[config.mk]
export PLATFORM = sky130hd
export DESIGN_NAME = blk_rx_frame
export DESIGN_NICKNAME = d
export VERILOG_FILES = /design/src/rtl/blk_rx_pkg.sv /design/src/rtl/blk_rx_copier.sv /design/src/rtl/blk_rx_frame.sv
export SDC_FILE = /design/constraint.sdc
export NUM_CORES = 1
export LEC_CHECK = 0
export BUFFER_PORTS_ARGS = -buffer_cell sky130_fd_sc_hd__buf_2
export CAP_MARGIN = 20
export CORE_AREA = 5 5 377 379
export DETAILED_ROUTE_END_ITERATION = 6
export DIE_AREA = 0 0 382 384
export GPL_TIMING_DRIVEN = 0
export PLACE_DENSITY = 0.56
export SYNTH_ARGS = -nofsm -noshare
export SYNTH_HDL_FRONTEND = slang
export SYNTH_HIERARCHICAL = 1
export SYNTH_SLANG_ARGS = --single-unit
[constraint.sdc]
create_clock -name i_clk -period 4.62 [get_ports i_clk]
set_clock_uncertainty 0.1 [all_clocks]
set_input_delay 0 -clock i_clk [delete_from_list [all_inputs] [get_ports i_clk]]
set_output_delay 0 -clock i_clk [all_outputs]
set_load 0.03 [all_outputs]
[src/rtl/blk_rx_pkg.sv]
// Shared encodings and defaults for the framed UART receiver.
package blk_rx_pkg;

   localparam int unsigned BYTE_W  = 8;
   localparam int unsigned LEN_W   = 8;
   localparam int unsigned STAT_W  = 3;
   localparam int unsigned MIN_LEN = 5;

   localparam logic [BYTE_W-1:0] DEF_HDR0 = 8'h30;
   localparam logic [BYTE_W-1:0] DEF_HDR1 = 8'h31;
   localparam logic [BYTE_W-1:0] DEF_TRL  = 8'h32;

   typedef enum logic [2:0] {
      S_HUNT,
      S_HDR1,
      S_LEN,
      S_BODY,
      S_CHK,
      S_TRL,
      S_COPY_OK,
      S_COPY_FAIL
   } state_e;

   typedef enum logic [STAT_W-1:0] {
      ST_OK  = 3'd0,
      ST_HDR = 3'd1,
      ST_LEN = 3'd2,
      ST_CHK = 3'd3,
      ST_TRL = 3'd4,
      ST_TMO = 3'd5
   } status_e;

   // True while the buffered frame is being copied out.
   function automatic logic is_copy(input state_e s);
      return (s == S_COPY_OK) || (s == S_COPY_FAIL);
   endfunction

endpackage

[src/rtl/blk_rx_copier.sv]
// Byte-serial copy engine: streams buffer[0..len-1] to the selected memory port.
module blk_rx_copier
   import blk_rx_pkg::*;
#(
   parameter int unsigned MEM_AW = 10
) (
   input  logic              i_clk,
   input  logic              i_reset,
   input  logic              start,
   input  logic [LEN_W-1:0]  len,
   input  logic              sel_ok,
   output logic [LEN_W-1:0]  rd_addr_c,
   input  logic [BYTE_W-1:0] rd_data,
   output logic              last_c,
   output logic              ok_en,
   output logic              ok_wen,
   output logic [MEM_AW-1:0] ok_waddr,
   output logic [BYTE_W-1:0] ok_wdata,
   output logic              ok_wdone,
   output logic [MEM_AW-1:0] ok_byte,
   output logic              fail_en,
   output logic              fail_wen,
   output logic [MEM_AW-1:0] fail_waddr,
   output logic [BYTE_W-1:0] fail_wdata,
   output logic              fail_wdone,
   output logic [MEM_AW-1:0] fail_byte
);

   logic             active_q;
   logic             sel_q;
   logic [LEN_W-1:0] cnt_q;
   logic [LEN_W-1:0] len_q;

   assign rd_addr_c = cnt_q;
   assign last_c    = active_q && (cnt_q == len_q);

   // One write per cycle, then a single done cycle; idle port stays quiet.
   always_ff @(posedge i_clk or negedge i_reset) begin
      if (!i_reset) begin
         active_q   <= 1'b0;
         sel_q      <= 1'b0;
         cnt_q      <= '0;
         len_q      <= '0;
         ok_en      <= 1'b0;
         ok_wen     <= 1'b0;
         ok_waddr   <= '0;
         ok_wdata   <= '0;
         ok_wdone   <= 1'b0;
         ok_byte    <= '0;
         fail_en    <= 1'b0;
         fail_wen   <= 1'b0;
         fail_waddr <= '0;
         fail_wdata <= '0;
         fail_wdone <= 1'b0;
         fail_byte  <= '0;
      end else begin
         ok_en      <= 1'b0;
         ok_wen     <= 1'b0;
         ok_waddr   <= '0;
         ok_wdata   <= '0;
         ok_wdone   <= 1'b0;
         fail_en    <= 1'b0;
         fail_wen   <= 1'b0;
         fail_waddr <= '0;
         fail_wdata <= '0;
         fail_wdone <= 1'b0;
         if (start) begin
            active_q <= 1'b1;
            cnt_q    <= '0;
            len_q    <= len;
            sel_q    <= sel_ok;
         end else if (active_q) begin
            if (cnt_q != len_q) begin
               cnt_q <= cnt_q + LEN_W'(1);
               if (sel_q) begin
                  ok_en    <= 1'b1;
                  ok_wen   <= 1'b1;
                  ok_waddr <= MEM_AW'(cnt_q);
                  ok_wdata <= rd_data;
               end else begin
                  fail_en    <= 1'b1;
                  fail_wen   <= 1'b1;
                  fail_waddr <= MEM_AW'(cnt_q);
                  fail_wdata <= rd_data;
               end
            end else begin
               active_q <= 1'b0;
               if (sel_q) begin
                  ok_wdone <= 1'b1;
                  ok_byte  <= MEM_AW'(len_q);
               end else begin
                  fail_wdone <= 1'b1;
                  fail_byte  <= MEM_AW'(len_q);
               end
            end
         end
      end
   end

endmodule

[src/rtl/blk_rx_frame.sv]
// Frame parser/router: [H0][H1][LEN][payload][CHK][TRL] -> OK or FAIL memory port.
module blk_rx_frame
   import blk_rx_pkg::*;
#(
   parameter logic [7:0]  HDR0    = DEF_HDR0,
   parameter logic [7:0]  HDR1    = DEF_HDR1,
   parameter logic [7:0]  TRL     = DEF_TRL,
   parameter int unsigned MAX_LEN = 100,
   parameter int unsigned MEM_AW  = 10,
   parameter int unsigned TIMEOUT = 1000,
   parameter int unsigned CNT_W   = 16
) (
   input  logic              i_clk,
   input  logic              i_reset,
   input  logic              i_rx_dv,
   input  logic [7:0]        i_rx_byte,
   output logic              o_ok_mem_en,
   output logic              o_ok_mem_wen,
   output logic [MEM_AW-1:0] o_ok_mem_waddr,
   output logic [7:0]        o_ok_mem_wdata,
   output logic              o_ok_mem_wdone,
   output logic [MEM_AW-1:0] o_ok_mem_byte,
   output logic              o_fail_mem_en,
   output logic              o_fail_mem_wen,
   output logic [MEM_AW-1:0] o_fail_mem_waddr,
   output logic [7:0]        o_fail_mem_wdata,
   output logic              o_fail_mem_wdone,
   output logic [MEM_AW-1:0] o_fail_mem_byte,
   output logic              o_led,
   output logic              o_busy,
   output logic [2:0]        o_status,
   output logic [CNT_W-1:0]  o_ok_cnt,
   output logic [CNT_W-1:0]  o_err_cnt,
   output logic [CNT_W-1:0]  o_drop_cnt
);

   localparam int unsigned TMR_W  = (TIMEOUT < 1) ? 1 : $clog2(TIMEOUT + 1);
   localparam int unsigned BUF_AW = $clog2(MAX_LEN);

   state_e            state_q, state_n;
   status_e           pend_q, pend_n;
   logic [LEN_W-1:0]  copy_len_q, copy_len_n;
   logic [LEN_W-1:0]  idx_q, len_q;
   logic [BYTE_W-1:0] chk_q;
   logic              chk_bad_q;
   logic [TMR_W-1:0]  timer_q;
   logic              start_q;
   logic [BYTE_W-1:0] buf_q [2**BUF_AW];

   logic              accept_c, parse_c, tmo_c, len_ok_c, wr_c, enter_copy_c, last_c;
   logic [LEN_W-1:0]  rd_addr_c;

   assign accept_c     = i_rx_dv && !is_copy(state_q);
   assign parse_c      = (state_q != S_HUNT) && !is_copy(state_q);
   assign tmo_c        = (TIMEOUT != 0) && parse_c && (timer_q == TMR_W'(TIMEOUT));
   assign len_ok_c     = (i_rx_byte >= 8'(MIN_LEN)) && (i_rx_byte <= 8'(MAX_LEN));
   assign wr_c         = accept_c && ((state_q != S_HUNT) || (i_rx_byte == HDR0));
   assign enter_copy_c = is_copy(state_n) && !is_copy(state_q);

   // Parser next-state and the result/length to hand to the copier.
   always_comb begin
      state_n    = state_q;
      pend_n     = pend_q;
      copy_len_n = copy_len_q;
      if (tmo_c && !accept_c) begin
         state_n    = S_COPY_FAIL;
         pend_n     = ST_TMO;
         copy_len_n = idx_q;
      end else begin
         case (state_q)
            S_HUNT: begin
               if (accept_c && (i_rx_byte == HDR0)) state_n = S_HDR1;
            end
            S_HDR1: begin
               if (accept_c) begin
                  if (i_rx_byte == HDR1) begin
                     state_n = S_LEN;
                  end else begin
                     state_n    = S_COPY_FAIL;
                     pend_n     = ST_HDR;
                     copy_len_n = LEN_W'(2);
                  end
               end
            end
            S_LEN: begin
               if (accept_c) begin
                  if (len_ok_c) begin
                     state_n = (i_rx_byte == 8'(MIN_LEN)) ? S_CHK : S_BODY;
                  end else begin
                     state_n    = S_COPY_FAIL;
                     pend_n     = ST_LEN;
                     copy_len_n = LEN_W'(3);
                  end
               end
            end
            S_BODY: begin
               if (accept_c && (idx_q == len_q - LEN_W'(3))) state_n = S_CHK;
            end
            S_CHK: begin
               if (accept_c) state_n = S_TRL;
            end
            S_TRL: begin
               if (accept_c) begin
                  copy_len_n = len_q;
                  if (i_rx_byte != TRL) begin
                     state_n = S_COPY_FAIL;
                     pend_n  = ST_TRL;
                  end else if (chk_bad_q) begin
                     state_n = S_COPY_FAIL;
                     pend_n  = ST_CHK;
                  end else begin
                     state_n = S_COPY_OK;
                     pend_n  = ST_OK;
                  end
               end
            end
            S_COPY_OK, S_COPY_FAIL: begin
               if (last_c) state_n = S_HUNT;
            end
            default: state_n = S_HUNT;
         endcase
      end
   end

   // Parser state register.
   always_ff @(posedge i_clk or negedge i_reset) begin
      if (!i_reset) state_q <= S_HUNT;
      else          state_q <= state_n;
   end

   // Frame buffer; contents are don't-care until written.
   always_ff @(posedge i_clk) begin
      if (wr_c) buf_q[BUF_AW'(idx_q)] <= i_rx_byte;
   end

   // Parse datapath, copy handshake, status and statistics.
   always_ff @(posedge i_clk or negedge i_reset) begin
      if (!i_reset) begin
         pend_q     <= ST_OK;
         copy_len_q <= '0;
         idx_q      <= '0;
         len_q      <= '0;
         chk_q      <= '0;
         chk_bad_q  <= 1'b0;
         timer_q    <= '0;
         start_q    <= 1'b0;
         o_busy     <= 1'b0;
         o_status   <= '0;
         o_led      <= 1'b0;
         o_ok_cnt   <= '0;
         o_err_cnt  <= '0;
         o_drop_cnt <= '0;
      end else begin
         pend_q     <= pend_n;
         copy_len_q <= copy_len_n;
         start_q    <= enter_copy_c;
         o_busy     <= is_copy(state_n);
         if (!parse_c || accept_c) timer_q <= '0;
         else                      timer_q <= timer_q + TMR_W'(1);
         if (enter_copy_c) begin
            idx_q     <= '0;
            chk_q     <= '0;
            chk_bad_q <= 1'b0;
         end else if (wr_c) begin
            idx_q <= idx_q + LEN_W'(1);
            if (state_q != S_CHK && state_q != S_TRL) chk_q <= chk_q ^ i_rx_byte;
            if (state_q == S_LEN) len_q <= i_rx_byte;
            if (state_q == S_CHK) chk_bad_q <= (i_rx_byte != chk_q);
         end
         if (last_c) begin
            o_status <= pend_q;
            if (state_q == S_COPY_OK) begin
               o_led <= ~o_led;
               if (o_ok_cnt != '1) o_ok_cnt <= o_ok_cnt + CNT_W'(1);
            end else begin
               if (o_err_cnt != '1) o_err_cnt <= o_err_cnt + CNT_W'(1);
            end
         end
         if (i_rx_dv && is_copy(state_q) && (o_drop_cnt != '1)) begin
            o_drop_cnt <= o_drop_cnt + CNT_W'(1);
         end
      end
   end

   blk_rx_copier #(.MEM_AW(MEM_AW)) u_copier (
      .i_clk      (i_clk),
      .i_reset    (i_reset),
      .start      (start_q),
      .len        (copy_len_q),
      .sel_ok     (state_q == S_COPY_OK),
      .rd_addr_c  (rd_addr_c),
      .rd_data    (buf_q[BUF_AW'(rd_addr_c)]),
      .last_c     (last_c),
      .ok_en      (o_ok_mem_en),
      .ok_wen     (o_ok_mem_wen),
      .ok_waddr   (o_ok_mem_waddr),
      .ok_wdata   (o_ok_mem_wdata),
      .ok_wdone   (o_ok_mem_wdone),
      .ok_byte    (o_ok_mem_byte),
      .fail_en    (o_fail_mem_en),
      .fail_wen   (o_fail_mem_wen),
      .fail_waddr (o_fail_mem_waddr),
      .fail_wdata (o_fail_mem_wdata),
      .fail_wdone (o_fail_mem_wdone),
      .fail_byte  (o_fail_mem_byte)
   );

endmodule

==> impl_metrics.tcl <==
set metrics [dict create \
    status "finished clean" \
    crit_path_max_fanout 10 \
    final_cell_mix "edfxtp_1, nor2_1, mux4_2" \
    syn2layout_area_growth_pct 14.94 \
    syn_inst 2700 \
    slowest_stage "nor3_1" \
    crit_end "u_copier/fail_wdata[2]" \
    clk_pin_slew_ps 60 \
    p_leak_nw 18.56 \
    cts_buffer_depth 3 \
    first_global_vias 25760 \
    grt_max_degree 114 \
    fp.dieW_um 382 \
    worst_skew_pair.late_latency_ps 720 \
    rsz0062_at_grt "no" \
    gp_congestion 0.8473 \
    rows 137 \
    endpoint_kind "register" \
    power.density_nw_per_um2 531.2 \
    drv_cap 0 \
    drv_slew 0 \
    layout_commonest_cell "edfxtp_1" \
    dp_hpwl_um 78870 \
    cp_top_family "buffers and inverters" \
    ir_drop_mv 0.4076 \
    cp-start-kind "register" \
    grt_pass1_wl_um 177200 \
    pin_count 126 \
    ys_types 86 \
    timing.final.ws_setup_ps 163.4 \
    crit_type "register to register" \
    htreeDepth 3 \
    tightest_slew_ps 1081 \
    post-cts-setup-buffer-count 0 \
    finalNonFillerCells 4873 \
    cts.root.buffer_cell "clkbuf_16" \
    cpPeakStageDelay_ps 760 \
    period_needed_ps 4457 \
    track_usage 0.1627 \
    layout-drive-gt1-share 0.2125 \
    syn-cell-area_um2 47940 \
    cp.arrival_ps 4960 \
    slew_headroom 0.2769 \
    fin_hold_ws_ps 142.5 \
    reg2reg_to "u_copier/fail_wdata[2]" \
    synth-warning-count 6 \
    chipHeight_um 384 \
    yosys_most_used_dff "edfxtp_1" \
    finalSetupViolCount 0 \
    r2r_cells 9 \
    multi_input_area_um2 11900 \
    final_net_count 2984 \
    synth-edff-count 1024 \
    die-area_um2 146700 \
    preCtsSetupSlack_ps 306.3 \
    core_area_um2 138500 \
    ant_nets 0 \
    clock-sinks 1197 \
    dp.cells 4639 \
    ys_async_sr_fraction 0.1445 \
    fillCellCount 12530 \
    drc 0 \
    num_vias 25380 \
    postRouteWirelength_um 120800 \
    cp-startpoint "u_copier/rd_addr_c[4]" \
    cp_data_required_time_ps 5120 \
    grt.overflow.total 0 \
    synth.avg_cell_area_um2 17.76 \
    rr_startpoint "u_copier/rd_addr_c[4]" \
    period_share 0.9646 \
    hold_class "primary input to register" \
    seq_area_frac_synth 0.7317 \
    vias_per_cell 5.209 \
    ys_ff_latch 1197 \
    io_buffer_count 116 \
    floorplan.initialDensity 0.3461 \
    crit_chain "buf_2, buf_2, clkbuf_1, mux4_2, a22oi_1, o2111ai_1, nor3_1, nor3_1, and3_1" \
    drt-initial-drc-count 2470 \
    cts_tree "yes" \
    wl_per_cell_um 24.79 \
    cp_num_cells 9 \
    fmax_mhz 224.4 \
    ctsHoldBuffers 12 \
    cp_num_buf_inv 3 \
    final_hold_viol_count 0 \
    rrSetupSlack_ps 160 \
    cts_resized 0 \
    seq_area_um2 35080 \
    numCtsBuffers 118 \
    antenna_found_initial 1 \
    drtPass1Iterations 5 \
]
report_power, final:
| part | total [mW] | internal [mW] | switching, mW |
|---|---|---|---|
| Combinational | 7.19 | 2.85 | 4.34 |
| Sequential | 12.6 | 12.2 | 0.373 |
| Clock | 9.53 | 5.44 | 4.09 |
| Total | 29.3 | 20.5 | 8.80 |
through the flow:
step / area [µm²] / total power [mW] / TNS [ps] / util
2_1_floorplan: 47970 / 17.53 / 0 / -
3_3_place_gp: 50810 / 19.97 / -550010 / 0.3668
3_5_place_dp: 51110 / 20.00 / 0 / 0.3690
4_1_cts: 55090 / 29.53 / 0 / 0.3977
5_1_grt: 55100 / 30.47 / 0 / 0.3978
6_report: 55100 / 29.27 / 0 / 0.3978
kinds of logic after synthesis:
family                   count (synthesis)  synth area share
AND/OR/NAND/NOR                        582           0.06146
buffers and inverters                  169           0.02059
multiplexers                           375            0.1259
XOR/XNOR                                92           0.01681
AO/OA/AOI/OAI                          276           0.04139
adder cells (fa/ha/maj)                  8          0.002088
flip-flops                            1197            0.7317
other                                    1        0.00007822
layer usage:
| metal | track usage | vias to the layer above | routed length (µm) |
|---|---|---|---|
| li1 | - | 11200 | - |
| met1 | 0.2240 | 13310 | 52430 |
| met2 | 0.2691 | 738 | 58960 |
| met3 | 0.03082 | 139 | 7223 |
| met4 | 0.03838 | 0 | 2196 |
| met5 | 0 | - | 0 |
layout make-up:
cell class              instances  area share
diodes                          2  0.00009083
plain buffers                 155     0.01696
clock buffers                 148     0.05790
clock inverters                71     0.01181
inverters                      14   0.0009537
multi-input cells            1341      0.2160
flip-flops and latches       1197      0.6366
well taps                    1807     0.04103
repair buffers                138     0.01869
synthesized netlist by cell type (all sizes together), types with 7 or more instances:
| library cell | instances | area [µm²] |
|---|---|---|
| nor4 | 8 | 75.07 |
| buf | 96 | 703.2 |
| mux2 | 38 | 457.9 |
| a22o | 8 | 70.07 |
| nor2b | 31 | 193.9 |
| nand2 | 102 | 411.6 |
| nand3 | 87 | 435.4 |
| edfxtp | 1024 | 30750 |
| ha | 8 | 100.1 |
| nor2 | 186 | 715.7 |
| dfrtp | 173 | 4329 |
| a221oi | 8 | 70.07 |
| a221o | 17 | 171.4 |
| nor3 | 34 | 175.2 |
| xor2 | 51 | 446.7 |
| nand4 | 26 | 162.7 |
| a22oi | 96 | 720.7 |
| a21oi | 85 | 429.2 |
| or3 | 7 | 47.54 |
| mux2i | 161 | 1612 |
| nand2b | 7 | 43.79 |
| a21o | 8 | 60.06 |
| inv | 14 | 52.55 |
| o21ai | 14 | 77.58 |
| mux4 | 176 | 3964 |
| xnor2 | 41 | 359.1 |
| and3 | 29 | 183.9 |
| o2111ai | 9 | 78.83 |
| and2 | 31 | 197.7 |
| clkbuf | 59 | 231.5 |
| and4 | 8 | 70.07 |
registers in the layout (all words and copies together) (netlist names), 10 cells and up:
name and count:
buf_q 1024, o_drop_cnt 16, o_err_cnt 16, o_ok_cnt 16
timer_q 10
worst min-delay path by stage:
| stage | start | cells after the start | end | slack (ps) |
|---|---|---|---|---|
| global route | i_rx_byte[0] | 2 | buf_q[35][0] | 140 |
| floorplan | i_reset | 0 | chk_bad_q | -400 |
| finish | i_rx_byte[0] | 2 | buf_q[33][0] | 140 |
| CTS | i_rx_byte[0] | 2 | buf_q[33][0] | 90 |
| global placement | i_rx_dv | 3 | copy_len_q[6] | 350 |
| detailed placement | i_reset | 1 | o_drop_cnt[15] | -130 |
Power figures use the tool's default switching activity.
